**config.mk**
```make
export PLATFORM = sky130hd
export DESIGN_NAME = alu16_seq
export DESIGN_NICKNAME = d
export VERILOG_FILES = /design/src/rtl/gb80_pkg.sv /design/src/rtl/alu16_seq.sv
export SDC_FILE = /design/constraint.sdc
export NUM_CORES = 1
export LEC_CHECK = 0
export ABC_AREA = 1
export ABC_CLOCK_PERIOD_IN_PS = 2900
export CAP_MARGIN = 20
export CORE_ASPECT_RATIO = 1.2
export CORE_MARGIN = 4
export CORE_UTILIZATION = 40
export DETAILED_ROUTE_END_ITERATION = 8
export PLACE_DENSITY_LB_ADDON = 0.12
export SYNTH_ARGS = -nofsm -noshare
export SYNTH_HDL_FRONTEND = slang
export SYNTH_SLANG_ARGS = --single-unit
```
**constraint.sdc**
```tcl
create_clock -name i_clk -period 2.9 [get_ports i_clk]
set_input_delay 0.435 -clock i_clk [delete_from_list [all_inputs] [get_ports i_clk]]
set_output_delay 0.435 -clock i_clk [all_outputs]
set_load 0.05 [all_outputs]
```
**src/rtl/gb80_pkg.sv**
```systemverilog
// gb80_pkg: shared encodings for the GB80 8-bit ALU and the
// 16-bit op sequencer that drives it.
package gb80_pkg;

  localparam logic [2:0] ALU_ADD = 3'b000;
  localparam logic [2:0] ALU_ADC = 3'b001;
  localparam logic [2:0] ALU_SUB = 3'b010;
  localparam logic [2:0] ALU_SBC = 3'b011;
  localparam logic [2:0] ALU_AND = 3'b100;
  localparam logic [2:0] ALU_XOR = 3'b101;
  localparam logic [2:0] ALU_OR  = 3'b110;
  localparam logic [2:0] ALU_CP  = 3'b111;

  typedef logic [1:0] op16_t;
  localparam op16_t OP_ADD16  = 2'b00;
  localparam op16_t OP_SUB16  = 2'b01;
  localparam op16_t OP_ADD_E8 = 2'b10;
  localparam op16_t OP_RSV    = 2'b11;

  localparam int FLAG_Z  = 3;
  localparam int FLAG_N  = 2;
  localparam int FLAG_H  = 1;
  localparam int FLAG_CY = 0;

  typedef logic [2:0] seq_state_t;
  localparam seq_state_t S_IDLE = 3'd0;
  localparam seq_state_t S_LO   = 3'd1;
  localparam seq_state_t S_HI   = 3'd2;
  localparam seq_state_t S_WB   = 3'd3;
  localparam seq_state_t S_DONE = 3'd4;

endpackage

```
**src/rtl/alu16_seq.sv**
```systemverilog
// alu16_seq: runs 16-bit ADD16/SUB16/ADD_E8 as two byte ops on
// the 8-bit ALU. Define ALU16_SEQ_SUB_EN to enable SUB16.
module alu16_seq
  import gb80_pkg::*;
#(
  parameter int OPCODE_WIDTH = 3,
  parameter int DATA_WIDTH   = 8
) (
  input  logic                    i_clk,
  input  logic                    i_rst,
  input  logic                    i_valid,
  output logic                    o_ready,
  input  logic [1:0]              i_op,
  input  logic [2*DATA_WIDTH-1:0] i_a,
  input  logic [2*DATA_WIDTH-1:0] i_b,
  input  logic                    i_z_prev,
  output logic [DATA_WIDTH-1:0]   o_alu_a,
  output logic [DATA_WIDTH-1:0]   o_alu_b,
  output logic [OPCODE_WIDTH-1:0] o_alu_control,
  input  logic [DATA_WIDTH-1:0]   i_alu_data,
  input  logic [3:0]              i_alu_flags,
  output logic                    o_valid,
  output logic [2*DATA_WIDTH-1:0] o_result,
  output logic [3:0]              o_flags,
  output logic                    o_err
);

  localparam int D = DATA_WIDTH;
  localparam int W = 2 * DATA_WIDTH;

  seq_state_t   state;
  op16_t        op_q;
  logic [W-1:0] a_q;
  logic [W-1:0] b_q;
  logic         z_q;
  logic [D-1:0] lo_q;
  logic         lo_z_q;
  logic         lo_h_q;
  logic         lo_c_q;
  logic         rsv;
  logic         is_sub;
  logic         is_e8;
  logic [3:0]   wb_flags;

  always_comb begin
`ifdef ALU16_SEQ_SUB_EN
    rsv = (i_op == OP_RSV);
`else
    rsv = (i_op == OP_RSV)
       || (i_op == OP_SUB16);
`endif
  end

  assign is_sub  = (op_q == OP_SUB16);
  assign is_e8   = (op_q == OP_ADD_E8);
  assign o_ready = (state == S_IDLE);
  assign o_valid = (state == S_DONE);

  always_comb begin
    wb_flags = 4'b0;
    unique case (1'b1)
      is_e8: begin
        wb_flags[FLAG_H]  = lo_h_q;
        wb_flags[FLAG_CY] = lo_c_q;
      end
      is_sub: begin
        // 16-bit zero is both byte results zero
        wb_flags[FLAG_Z]  = lo_z_q
                          & i_alu_flags[FLAG_Z];
        wb_flags[FLAG_N]  = i_alu_flags[FLAG_N];
        wb_flags[FLAG_H]  = i_alu_flags[FLAG_H];
        wb_flags[FLAG_CY] = i_alu_flags[FLAG_CY];
      end
      default: begin
        wb_flags[FLAG_Z]  = z_q;
        wb_flags[FLAG_H]  = i_alu_flags[FLAG_H];
        wb_flags[FLAG_CY] = i_alu_flags[FLAG_CY];
      end
    endcase
  end

  always_comb begin
    o_alu_a       = '0;
    o_alu_b       = '0;
    o_alu_control = OPCODE_WIDTH'(ALU_ADD);
    unique case (1'b1)
      state == S_LO: begin
        o_alu_a = a_q[D-1:0];
        o_alu_b = b_q[D-1:0];
        o_alu_control = OPCODE_WIDTH'(
          is_sub ? ALU_SUB : ALU_ADD);
      end
      state == S_HI: begin
        o_alu_a = a_q[W-1:D];
        o_alu_b = is_e8 ? {D{b_q[D-1]}}
                        : b_q[W-1:D];
        o_alu_control = OPCODE_WIDTH'(
          is_sub ? ALU_SBC : ALU_ADC);
      end
      default: ;
    endcase
  end

  always_ff @(posedge i_clk) begin
    if (i_rst) begin
      state    <= S_IDLE;
      op_q     <= OP_ADD16;
      a_q      <= '0;
      b_q      <= '0;
      z_q      <= 1'b0;
      lo_q     <= '0;
      lo_z_q   <= 1'b0;
      lo_h_q   <= 1'b0;
      lo_c_q   <= 1'b0;
      o_result <= '0;
      o_flags  <= 4'b0;
      o_err    <= 1'b0;
    end else begin
      unique case (state)
        S_IDLE: begin
          if (i_valid) begin
            op_q <= i_op;
            a_q  <= i_a;
            b_q  <= i_b;
            z_q  <= i_z_prev;
            if (rsv) begin
              state    <= S_DONE;
              o_result <= i_a;
              o_flags  <= {i_z_prev, 3'b000};
              o_err    <= 1'b1;
            end else begin
              state <= S_LO;
            end
          end
        end
        S_LO: state <= S_HI;
        S_HI: begin
          lo_q   <= i_alu_data;
          lo_z_q <= i_alu_flags[FLAG_Z];
          lo_h_q <= i_alu_flags[FLAG_H];
          lo_c_q <= i_alu_flags[FLAG_CY];
          state  <= S_WB;
        end
        S_WB: begin
          o_result <= {i_alu_data, lo_q};
          o_flags  <= wb_flags;
          o_err    <= 1'b0;
          state    <= S_DONE;
        end
        S_DONE: state <= S_IDLE;
        default: state <= S_IDLE;
      endcase
    end
  end

endmodule

```
# [Yosys cells after proc, flatten, opt, wreduce, memory -nomap -nowiden]
# Cells that the tools add are included.
# W data, S select, Z words.
[word_totals] register_bits=70 in_bits=50 word_cells=49
[op_classes] n_eq_ne=10 n_mux=21 bitwise=1 n_reduce_logical=5
[ops] op="$mux W16" count=2
[ops] op="$pmux W16 S2" count=1
[ops] op="$pmux W8 S2" count=2
[ops] op="$pmux W3 S4" count=1
[ops] op="$mux W4" count=2
[ops] op="$mux W8" count=1
[ops] op="$pmux W4 S2" count=1
[ops] op="$eq A3 B2 Y1 const B" count=2
[ops] op="$mux W2" count=3
[ops] op="$mux W3" count=2
[ops] op="$eq A2 B1 Y1 const B" count=2
[ops] op="$eq A2 B2 Y1 const B" count=2
[ops] op="$pmux W1 S2" count=2
[ops] op="$pmux W2 S2" count=1
[ops] op="$eq A3 B1 Y1 const B" count=1
[ops] op="$eq A3 B3 Y1 const B" count=1
[ops] op="$logic_not A3 Y1" count=1
[ops] op="$mux W1" count=3
[ops] op="$reduce_and A3 Y1" count=1
[ops] op="$ne A2 B1 Y1 const B" count=1
[ops] op="$ne A2 B2 Y1 const B" count=1
[ops] op="$reduce_and A2 Y1" count=1
[ops] op="$reduce_bool A2 Y1" count=1
[ops] op="$and A1 B1 Y1" count=1
[ops] op="$logic_or A1 B1 Y1" count=1

# [Logic depth before layout (Yosys ltp)]
# Gate-level depths: netlist (run 1).
[logic_depth] word_depth=5 depth_mapped=10

# [Worst setup path before layout (run 1)]
# No wires, ideal clock.
[synth_path] path_type="register to output" startpoint="register state[2]" endpoint="output o_alu_a[6]" arrival_time_ns=1.959 required_time_ns=2.465 slack_ns=0.506 stages_incl_launch_ff=5 path_cell_list="dfxtp_1 > inv_1 > nand3_1 > buf_2 > o21ai_0"
[synth_between] elab_chain_len=2 elab_cells_between_ends=3
[synth_rtl] item="from (decl)" line_no="alu16_seq.sv:31" rtl="seq_state_t state;"
[synth_rtl] item="from (signal assigned)" line_no="alu16_seq.sv:106" rtl="state <= S_IDLE;"
[synth_rtl] item="from (signal assigned)" line_no="alu16_seq.sv:127" rtl="state <= S_DONE;"
[synth_rtl] item="from (signal assigned)" line_no="alu16_seq.sv:132" rtl="state <= S_LO;"
[synth_rtl] item="$eq A3 B2 Y1 or $eq A3 B1 Y1 (tied branches)" line_no="alu16_seq.sv:93, alu16_seq.sv:87"
[synth_rtl] item="$pmux W8 S2 (*)" line_no="alu16_seq.sv:86" rtl="unique case (1'b1)"
[synth_rtl] item="to (decl)" line_no="alu16_seq.sv:17" rtl="output logic [DATA_WIDTH-1:0] o_alu_a,"
# Every way passes the cells marked *; elsewhere a longest branch is shown, timed or not.

# [Worst setup path in the final report (run 1)]
[layout_path] startpoint="register state[1]" endpoint="output o_alu_control[0]"
[layout_between] elab_chain_len=2 elab_cells_between_ends=3
[layout_rtl] item="$eq A3 B2 Y1 or $eq A3 B1 Y1 (tied branches)" line_no="alu16_seq.sv:93, alu16_seq.sv:87"
[layout_rtl] item="$pmux W2 S2 (*)" line_no="alu16_seq.sv:86"
[layout_rtl] item="to (decl)" line_no="alu16_seq.sv:19" rtl="output logic [OPCODE_WIDTH-1:0] o_alu_control,"
# Marked as above.

==> metrics.txt, run 1 <==
GPL Wtd Cong approximately 0.79; share of layout cells above drive strength 1 just over 9%; cts hold-fix bufs 0; routed vias/inst around 5.0; first-pass GRT wire length around 15,000 µm; initial antenna violation count 0; area leader, netlist dfxtp_1; H-tree depth 3; Yosys reg bits 70; Mapped Area about 3200 µm²; Synth Warn # 0; Async SR Flop Fraction 0%; CTS buffer count 9; syn_nets just over 500; PortBufs 90; WP data required ~2500 ps; Synth Flop Type dfxtp_1; register area share after synthesis between 40% and 50%; final worst setup slack approximately 430 ps; Rel. slew slack around 46%; Synth Instances about 460; min-delay worst type reg2reg; VDD IR max about 0.26 mV; final hold violation count 0; Peak Freq between 400 and 500 MHz; detailed-route via count ~3,200; post-CTS sizing 0; Clock Skews 8.342 ps; P per Cell Area roughly 580 nW/µm²; Final TNS setup 0 ps; critical path arrival about 2000 ps; GRT Util Overall 18.70%; Leakage 1.800 nW; Area after DPL between 4000 and 5000 µm²; syn avg cell area roughly 7.1 µm²; Die Span Y between 100 and 150 µm; commonest cells after routing, fill and taps aside nand2_1 (110), clkdlybuf4s50_1 (73), dfxtp_1 (70); CTS tree done; largest net degree at the start of global routing 42; CP endpoint kind primary output; fin nets between 500 and 600; clock tree buffer depth 2; Detailed Place HPWL 6368 µm; grt ovf 0; TritonRoute pass-1 iters 4; Post-CTS Setup Bufs 0; post-route minimum period approximately 2500 ps; Core ar. between 7000 and 8000 µm²; Crit Path Max Fanout 14; Final Cycle Share a little under nine tenths; Final ANT Viol Nets 0; detailed-route DRC error count 0; total area of sequential cells ~1400 µm²; Cell Rows 35; count of different cell masters after synthesis 27; final WL 9079 µm; P&R area growth vs syn 35.03%; Avg WL per Cell approximately 14 µm; vias in the first global route 3,016; dpl ws 773.7 ps; CTS Sinks 70; status complete, no violations; commonest non-fill, non-tap cell in the layout nand2_1; top post-synthesis cells by area dfxtp_1 (43%), nand2_1 (13%), a21oi_1 (8.6%); # fillers roughly 760; CTS clock-pin slew for the worst setup and hold paths about 70 ps; actual slew at the worst max-slew pin 807.6 ps; Post-synth EDFFs 0; unrepaired setup endpoints after global routing false; Worst Path Class, Setup reg2out; # diodes 0; Die W roughly 90 µm; Synth top area share a little over two fifths; Setup crit start kind flip-flop; die area around 9600 µm²; Max Cap Violations 0; count of pins over their slew limit 0; Worst-Skew Late Latency about 340 ps; IO Pins 92; Starting Density approximately two fifths; clk root buf clkbuf_8; Final Setup Violations 0; First DRT Iteration DRCs 120; final instance area approximately 4400 µm²; footprint of the multi-input gates 1518 µm²
## path summary, 6_finish.rpt
path / start / end / slack (ps) / depth (start not counted)
setup / recovery: state[1]$_SDFFE_PP0P_ / o_alu_control[0] / 430 / 4
hold / removal: o_err$_SDFFE_PP0P_ / o_err$_SDFFE_PP0P_ / 450 / 2
setup reg to reg: state[0]$_SDFFE_PP0P_ / a_q[4]$_SDFFE_PP0P_ / 1140 / 7
hold reg to reg: o_err$_SDFFE_PP0P_ / o_err$_SDFFE_PP0P_ / 450 / 2
## layer usage
layer  share of wire [%]  track usage, %  vias up
li1                    -               -     1626
met1                  44           24.27     1426
met2                  47           30.70       99
met3                 7.5           4.281        7
met4                0.88           6.455        0
met5                   0               0        -
## state kept, by name (all words and copies together), names as in the netlist
| signal | count |
|---|---|
| b_q | 16 |
| o_err | 1 |
| lo_c_q | 1 |
| z_q | 1 |
| lo_z_q | 1 |
| op_q | 2 |
| a_q | 16 |
| o_flags | 4 |
| state | 3 |
| lo_h_q | 1 |
| lo_q | 8 |
| o_result | 16 |
## power by group
group / switching (mW) / internal [mW] / total, mW
Clock: 0.340 / 0.353 / 0.693
Combinational: 0.451 / 0.269 / 0.721
Sequential: 0.0501 / 1.05 / 1.10
Total: 0.842 / 1.68 / 2.52
## final cells by class
class / instances / share of cell area, %
well taps: 92 / 2.629
inverters: 37 / 3.171
clock buffers: 14 / 3.714
flip-flops and latches: 70 / 32.00
repair buffers: 99 / 23.71
clock inverters: 1 / 0.1143
multi-input cells: 317 / 34.66
## kinds of logic (layout without fill, tap and decap cells)
family | Yosys count | count (layout) | share of synthesized area (%)
DFF | 70 | 70 | 43.21
other | 1 | 1 | 0.1156
buffers and inverters | 69 | 151 | 9.992
AOI/OAI and AO/OA | 93 | 93 | 14.74
and+or+nand+nor | 220 | 220 | 30.79
adders and majority gates | 3 | 3 | 1.158
## cell usage after synthesis, types with 2 or more instances
master,number
a21oi_1,56
buf_2,9
buf_4,10
clkbuf_1,12
dfxtp_1,70
ha_1,3
inv_1,33
inv_2,3
nand2_1,110
nand3_1,40
nand3b_1,17
nor2_1,43
nor2_2,2
o21ai_0,28
o22ai_1,8
## per-stage QoR
stage	cells	power, mW	util [%]	hold slack [ps]
floorplan	456	1.613	-	424.6
finish	630	2.518	56.18	445.0
CTS	630	2.542	56.18	448.5
global placement	615	1.838	54.03	431.8
global route	630	2.651	56.18	461.3
detailed placement	615	1.849	54.03	437.4
## worst max-delay path: stages (launching register included)
cell and delay, ps:
dfxtp_1 410, inv_1 110, nor3_4 140, buf_4 210, clkdlybuf4s50_1 830
(Power assumes the default switching activity.)
==> run 2: changes to the inputs <==
--- a/config.mk
+++ b/config.mk
@@ -12,6 +12,7 @@
 export CORE_MARGIN = 4
 export CORE_UTILIZATION = 40
 export DETAILED_ROUTE_END_ITERATION = 8
+export GPL_TIMING_DRIVEN = 0
 export PLACE_DENSITY_LB_ADDON = 0.12
 export SYNTH_ARGS = -nofsm -noshare
 export SYNTH_HDL_FRONTEND = slang
==> run 2 against run 1 <==
  * Combinational power grew 2.9%
  * Wire length up 4.3%
  * Register-to-register slack improved by 280 ps
  * Sequential cell count unchanged
  * Clock-buffer cell count is 3 lower
  * Total power grew 3.3%
  * Fmax is 12% lower
  * Design area increased by 0.54%
  * Sequential power hardly changed
  * Highest routed layer unchanged
==> metrics.txt, run 2 (synthesis results as in run 1) <==
Final ANT Viol Nets 0 (unchanged); Core ar. 7795 µm² (unchanged); largest net degree at the start of global routing 12 (was 42); Die Span Y 106.6 µm (unchanged); Leakage 1.896 nW (was 1.800 nW); # fillers 777 (was 761); Final Setup Violations 0 (unchanged); CTS buffer count 9 (unchanged); die area 9618 µm² (unchanged); # diodes 0 (unchanged); min-delay worst type in2reg (was reg2reg); final hold slack 431.2 ps (was 445.0 ps); actual slew at the worst max-slew pin 517.0 ps (was 807.6 ps); first-pass GRT wire length 15,120 µm (was 14,660 µm); commonest cells after routing, fill and taps aside nand2_1 (110), clkdlybuf4s50_1 (71), dfxtp_1 (70) (was nand2_1 (110), clkdlybuf4s50_1 (73), dfxtp_1 (70)); critical path arrival 2380 ps (was 2030 ps); detailed-route DRC error count 0 (unchanged); Detailed Place HPWL 7146 µm (was 6368 µm); post-route minimum period 2813 ps (was 2470 ps); Worst-Skew Late Latency 340 ps (about the same); H-tree depth 3 (unchanged); GPL Wtd Cong 0.8453 (was 0.7913); clock tree buffer depth 2 (unchanged); IO Pins 92 (unchanged); highest metal used met4 (unchanged); initial antenna violation count 0 (unchanged); CP endpoint kind primary output (unchanged); First DRT Iteration DRCs 175 (was 120); CTS clock-pin slew for the worst setup and hold paths 70 ps (about the same); CTS Sinks 70 (unchanged); Clock Skews 8.050 ps (was 8.342 ps); final worst setup slack 87.29 ps (was 430.1 ps); met1 WL 4367 µm (was 4015 µm); GRT Util Overall 19.45% (was 18.70%); PortBufs 88 (was 90); clk root buf clkbuf_8 (unchanged); WP data required 2470 ps (about the same); Setup crit start kind flip-flop (unchanged); VDD IR max 0.2738 mV (was 0.2637 mV); Final TNS setup 0 ps (unchanged); detailed-route via count 3,243 (was 3,158); wire length on met2 4420 µm (was 4301 µm); Peak Freq 355.5 MHz (was 404.9 MHz); grt ovf 0 (unchanged); final hold violation count 0 (unchanged); unrepaired setup endpoints after global routing false (unchanged); share of layout cells above drive strength 1 8.036% (was 9.108%); Starting Density 41.61% (unchanged); final WL 9468 µm (was 9079 µm); Crit Path Max Fanout 10 (was 14); dpl ws 271.9 ps (was 773.7 ps); TritonRoute pass-1 iters 4 (unchanged); P per Cell Area 590.6 nW/µm² (was 575.0 nW/µm²); Final Cycle Share 96.99% (was 85.17%); vias in the first global route 3,090 (was 3,016); count of pins over their slew limit 0 (unchanged); status complete, no violations (unchanged); Cell Rows 35 (unchanged); Avg WL per Cell 14.52 µm (was 14.41 µm); Die W 90.20 µm (unchanged); commonest non-fill, non-tap cell in the layout nand2_1 (unchanged); CTS tree done (unchanged); met3 wire length 473 µm (was 682 µm); cts hold-fix bufs 0 (unchanged); Rel. slew slack 65.54% (was 46.10%); P&R area growth vs syn 35.76% (was 35.03%); Worst Path Class, Setup reg2out (unchanged); fin nets 608 (was 587); routed vias/inst 4.974 (was 5.013); Regs by FF count a_q: 16 flops, b_q: 16 flops, o_result: 16 flops (unchanged); Max Cap Violations 0 (unchanged)
run 2: worst max-delay path, stage by stage, from the launching register on:
cell and delay, ps:
dfxtp_1 440, inv_1 120, nor3_4 310, buf_2 320, clkdlybuf4s50_1 850
run 2: path summary, 6_finish.rpt:
check	start	endpoint	slack, ps	cells past startpoint
max reg2reg	state[2]$_SDFFE_PP0P_	o_result[9]$_SDFFE_PP0P_	1420	8
max	state[1]$_SDFFE_PP0P_	o_alu_control[0]	90	4
min	i_rst	a_q[8]$_SDFFE_PP0P_	430	2
min reg2reg	lo_q[7]$_SDFFE_PP0N_	lo_q[7]$_SDFFE_PP0N_	450	2
run 2: cell type report:
| type | instances | area [µm²] | area share [%] |
|---|---|---|---|
| multi-input cells | 317 | 1518 | 34.47 |
| flip-flops and latches | 70 | 1401 | 31.83 |
| repair buffers | 88 | 863.3 | 19.61 |
| plain buffers | 32 | 185.2 | 4.206 |
| inverters | 37 | 138.9 | 3.154 |
| clock buffers | 11 | 131.4 | 2.984 |
| well taps | 92 | 115.1 | 2.614 |
| clock inverters | 5 | 50.05 | 1.137 |
run 2: layer usage:
layer	track usage, %	up-vias
li1	-	1675
met1	24.55	1453
met2	32.57	96
met3	3.579	19
met4	8.425	0
met5	0	-
run 2: power by group:
part           switching (mW)  total, mW  internal, mW
Combinational           0.463      0.742         0.279
Clock                   0.364      0.756         0.392
Sequential             0.0484       1.10          1.05
Total                   0.875       2.60          1.73
run 2: per-stage QoR:
stage / util (%) / std cells / power [mW] / instance area (µm²)
finish: 56.48 / 652 / 2.600 / 4403
detailed placement: 54.38 / 636 / 1.871 / 4239
global route: 56.48 / 652 / 2.723 / 4403
global placement: 54.38 / 636 / 1.860 / 4239
floorplan: - / 456 / 1.613 / 3243
CTS: 56.45 / 652 / 2.612 / 4400
run 2: timing repair:
action                                  CTS  global route
pin swaps                                 0             0
resized for setup                        16             1
setup buffers                             0             0
endpoints found under the setup margin   16             1
==> run 3: changes to the inputs <==
--- a/config.mk
+++ b/config.mk
@@ -6,7 +6,6 @@
 export NUM_CORES = 1
 export LEC_CHECK = 0
 export ABC_AREA = 1
-export ABC_CLOCK_PERIOD_IN_PS = 2900
 export CAP_MARGIN = 20
 export CORE_ASPECT_RATIO = 1.2
 export CORE_MARGIN = 4
==> constraint.sdc (replaced) <==
create_clock -name i_clk -period 2.9 [get_ports i_clk]
set_input_delay 0.435 -clock i_clk [delete_from_list [all_inputs] [get_ports i_clk]]
set_output_delay 0.435 -clock i_clk [all_outputs]
set_load 0.01 [all_outputs]
==> run 3 against run 2 <==
  * Clock-buffer cell count is the same
  * Final cell count unchanged
  * Register-to-register slack about the same
  * Non-clock buffer count stayed put
  * Sequential share of layout area shrank 0.13 points
  * Sequential power about the same
  * Hold slack hardly changed
  * Clock power about the same
  * Core utilization is 0.22 points higher
  * Largest power group unchanged
==> metrics.txt, run 3 (synthesis results as in run 1) <==
status complete, no violations (unchanged); CTS clock-pin slew for the worst setup and hold paths 70 ps (about the same); final worst setup slack 163.8 ps (was 87.29 ps); commonest non-fill, non-tap cell in the layout nand2_1 (unchanged); Die W 90.20 µm (unchanged); P&R area growth vs syn 36.30% (was 35.76%); final core utilization 56.71% (was 56.48%); final hold violation count 0 (unchanged); dpl ws 538.9 ps (was 271.9 ps); Seq pwr share 44.6% (was 42.4%); TritonRoute pass-1 iters 4 (unchanged); R2R depth 8 (unchanged); Crit Path Max Fanout 10 (unchanged); post-route minimum period 2736 ps (was 2813 ps); FF-to-FF Start state[2]$_SDFFE_PP0P_ (unchanged); Pwr Total 2.472 mW (was 2.600 mW); unrepaired setup endpoints after global routing false (unchanged); critical path endpoint o_alu_a[6] (was o_alu_control[0]); actual slew at the worst max-slew pin 516.9 ps (was 517.0 ps); Avg WL per Cell 14.52 µm (about the same); crit path from state[2]$_SDFFE_PP0P_ (was state[1]$_SDFFE_PP0P_); die area 9618 µm² (unchanged); detailed-route DRC error count 0 (unchanged); Hold Crit Depth 2 (unchanged); combinational power share 24.8% (was 28.6%); final hold slack 431.6 ps (was 431.2 ps); Worst-Skew Late Latency 340 ps (about the same); Int Pwr 1.732 mW (was 1.725 mW); CP endpoint kind primary output (unchanged); H-tree depth 3 (unchanged); vias in the first global route 3,090 (unchanged); Detailed Place HPWL 7146 µm (unchanged); Max Cap Violations 0 (unchanged); Peak Freq 365.5 MHz (was 355.5 MHz); share of layout cells above drive strength 1 8.036% (unchanged); VDD IR max 0.2294 mV (was 0.2738 mV); CTS buffer count 9 (unchanged); Psw 740.1 µW (was 875.4 µW); largest net degree at the start of global routing 12 (unchanged); First DRT Iteration DRCs 159 (was 175); # diodes 0 (unchanged); fin nets 608 (unchanged); post-CTS sizing 0 (was 16); commonest cells after routing, fill and taps aside nand2_1 (110), clkdlybuf4s50_1 (88), dfxtp_1 (70) (was nand2_1 (110), clkdlybuf4s50_1 (71), dfxtp_1 (70)); Regs by FF count a_q: 16 flops, b_q: 16 flops, o_result: 16 flops (unchanged); Rel. slew slack 65.54% (about the same); GRT Util Overall 19.47% (was 19.45%); grt ovf 0 (unchanged); WP data required 2470 ps (about the same); clock tree buffer depth 2 (unchanged); CTS Sinks 70 (unchanged); R2R Setup Slk 1420 ps (about the same); Clock power frac 30.6% (was 29.1%); Crit Reg-Reg Endpoint o_result[9]$_SDFFE_PP0P_ (unchanged); Setup crit start kind flip-flop (unchanged); detailed-route via count 3,249 (was 3,243); final WL 9466 µm (was 9468 µm); Cell Rows 35 (unchanged); Clock Skews 8.050 ps (about the same); Final Setup Violations 0 (unchanged); IO Pins 92 (unchanged); critical path arrival 2300 ps (was 2380 ps); Final TNS setup 0 ps (unchanged); Core ar. 7795 µm² (unchanged); min-delay worst type in2reg (unchanged); clk root buf clkbuf_8 (unchanged); initial antenna violation count 0 (unchanged); first-pass GRT wire length 15,120 µm (about the same); Net Sw Frac 29.94% (was 33.66%); PortBufs 88 (unchanged); Final ANT Viol Nets 0 (unchanged); GPL Wtd Cong 0.8453 (unchanged); Starting Density 41.61% (unchanged); count of pins over their slew limit 0 (unchanged); Worst Path Class, Setup reg2out (unchanged); Leakage 1.802 nW (was 1.896 nW); cts hold-fix bufs 0 (unchanged); Final Cycle Share 94.35% (was 96.99%); Post-CTS Setup Bufs 0 (unchanged); P per Cell Area 559.2 nW/µm² (was 590.6 nW/µm²); Die Span Y 106.6 µm (unchanged); CTS tree done (unchanged); routed vias/inst 4.983 (was 4.974)
[run 3: layout make-up]
type	count	area [µm²]
Inverter	37	138.9
Multi-Input combinational cell	317	1518
Buffer	32	185.2
Clock buffer	11	131.4
Tap cell	92	115.1
Fill cell	771	3374
Sequential cell	70	1401
Timing Repair Buffer	88	880.8
Clock inverter	5	50.05
[run 3: worst min-delay path by stage]
stage                         start                   end  slack, ps
5_1_grt          o_err$_SDFFE_PP0P_    o_err$_SDFFE_PP0P_        470
4_1_cts                       i_rst   a_q[8]$_SDFFE_PP0P_        440
2_1_floorplan  lo_q[7]$_SDFFE_PP0N_  lo_q[7]$_SDFFE_PP0N_        420
3_3_place_gp   lo_q[7]$_SDFFE_PP0N_  lo_q[7]$_SDFFE_PP0N_        430
6_report                      i_rst   a_q[8]$_SDFFE_PP0P_        430
3_5_place_dp   lo_q[7]$_SDFFE_PP0N_  lo_q[7]$_SDFFE_PP0N_        440
[run 3: critical path, cell delays in order (launching register included)]
cell and delay [ps]:
dfxtp_1 340, inv_1 170, nand3_1 330, buf_2 320, o21ai_0 220, clkdlybuf4s50_1 590
[run 3: per-stage QoR]
step | instances | cell area, µm²
after floorplan | 456 | 3243
after global placement | 636 | 4239
after detailed placement | 636 | 4239
after CTS | 652 | 4420
after global routing | 652 | 4420
final | 652 | 4420
[run 3: metal layers]
layer  track usage (%)  up-vias  routed length, µm
met5                 0        -                  0
met4             8.425        0                206
met3             3.719       18                492
met2             32.57       97               4431
met1             24.51     1459               4336
li1                  -     1675                  -
[run 3: power by group through the flow]
stage | Combinational [mW] | Clock, mW | Sequential [mW]
6_report | 0.614 | 0.756 | 1.10
5_1_grt | 0.682 | 0.803 | 1.11
3_5_place_dp | 0.614 | 0 | 1.12
3_3_place_gp | 0.606 | 0 | 1.12
2_1_floorplan | 0.350 | 0 | 1.13
4_1_cts | 0.618 | 0.766 | 1.10
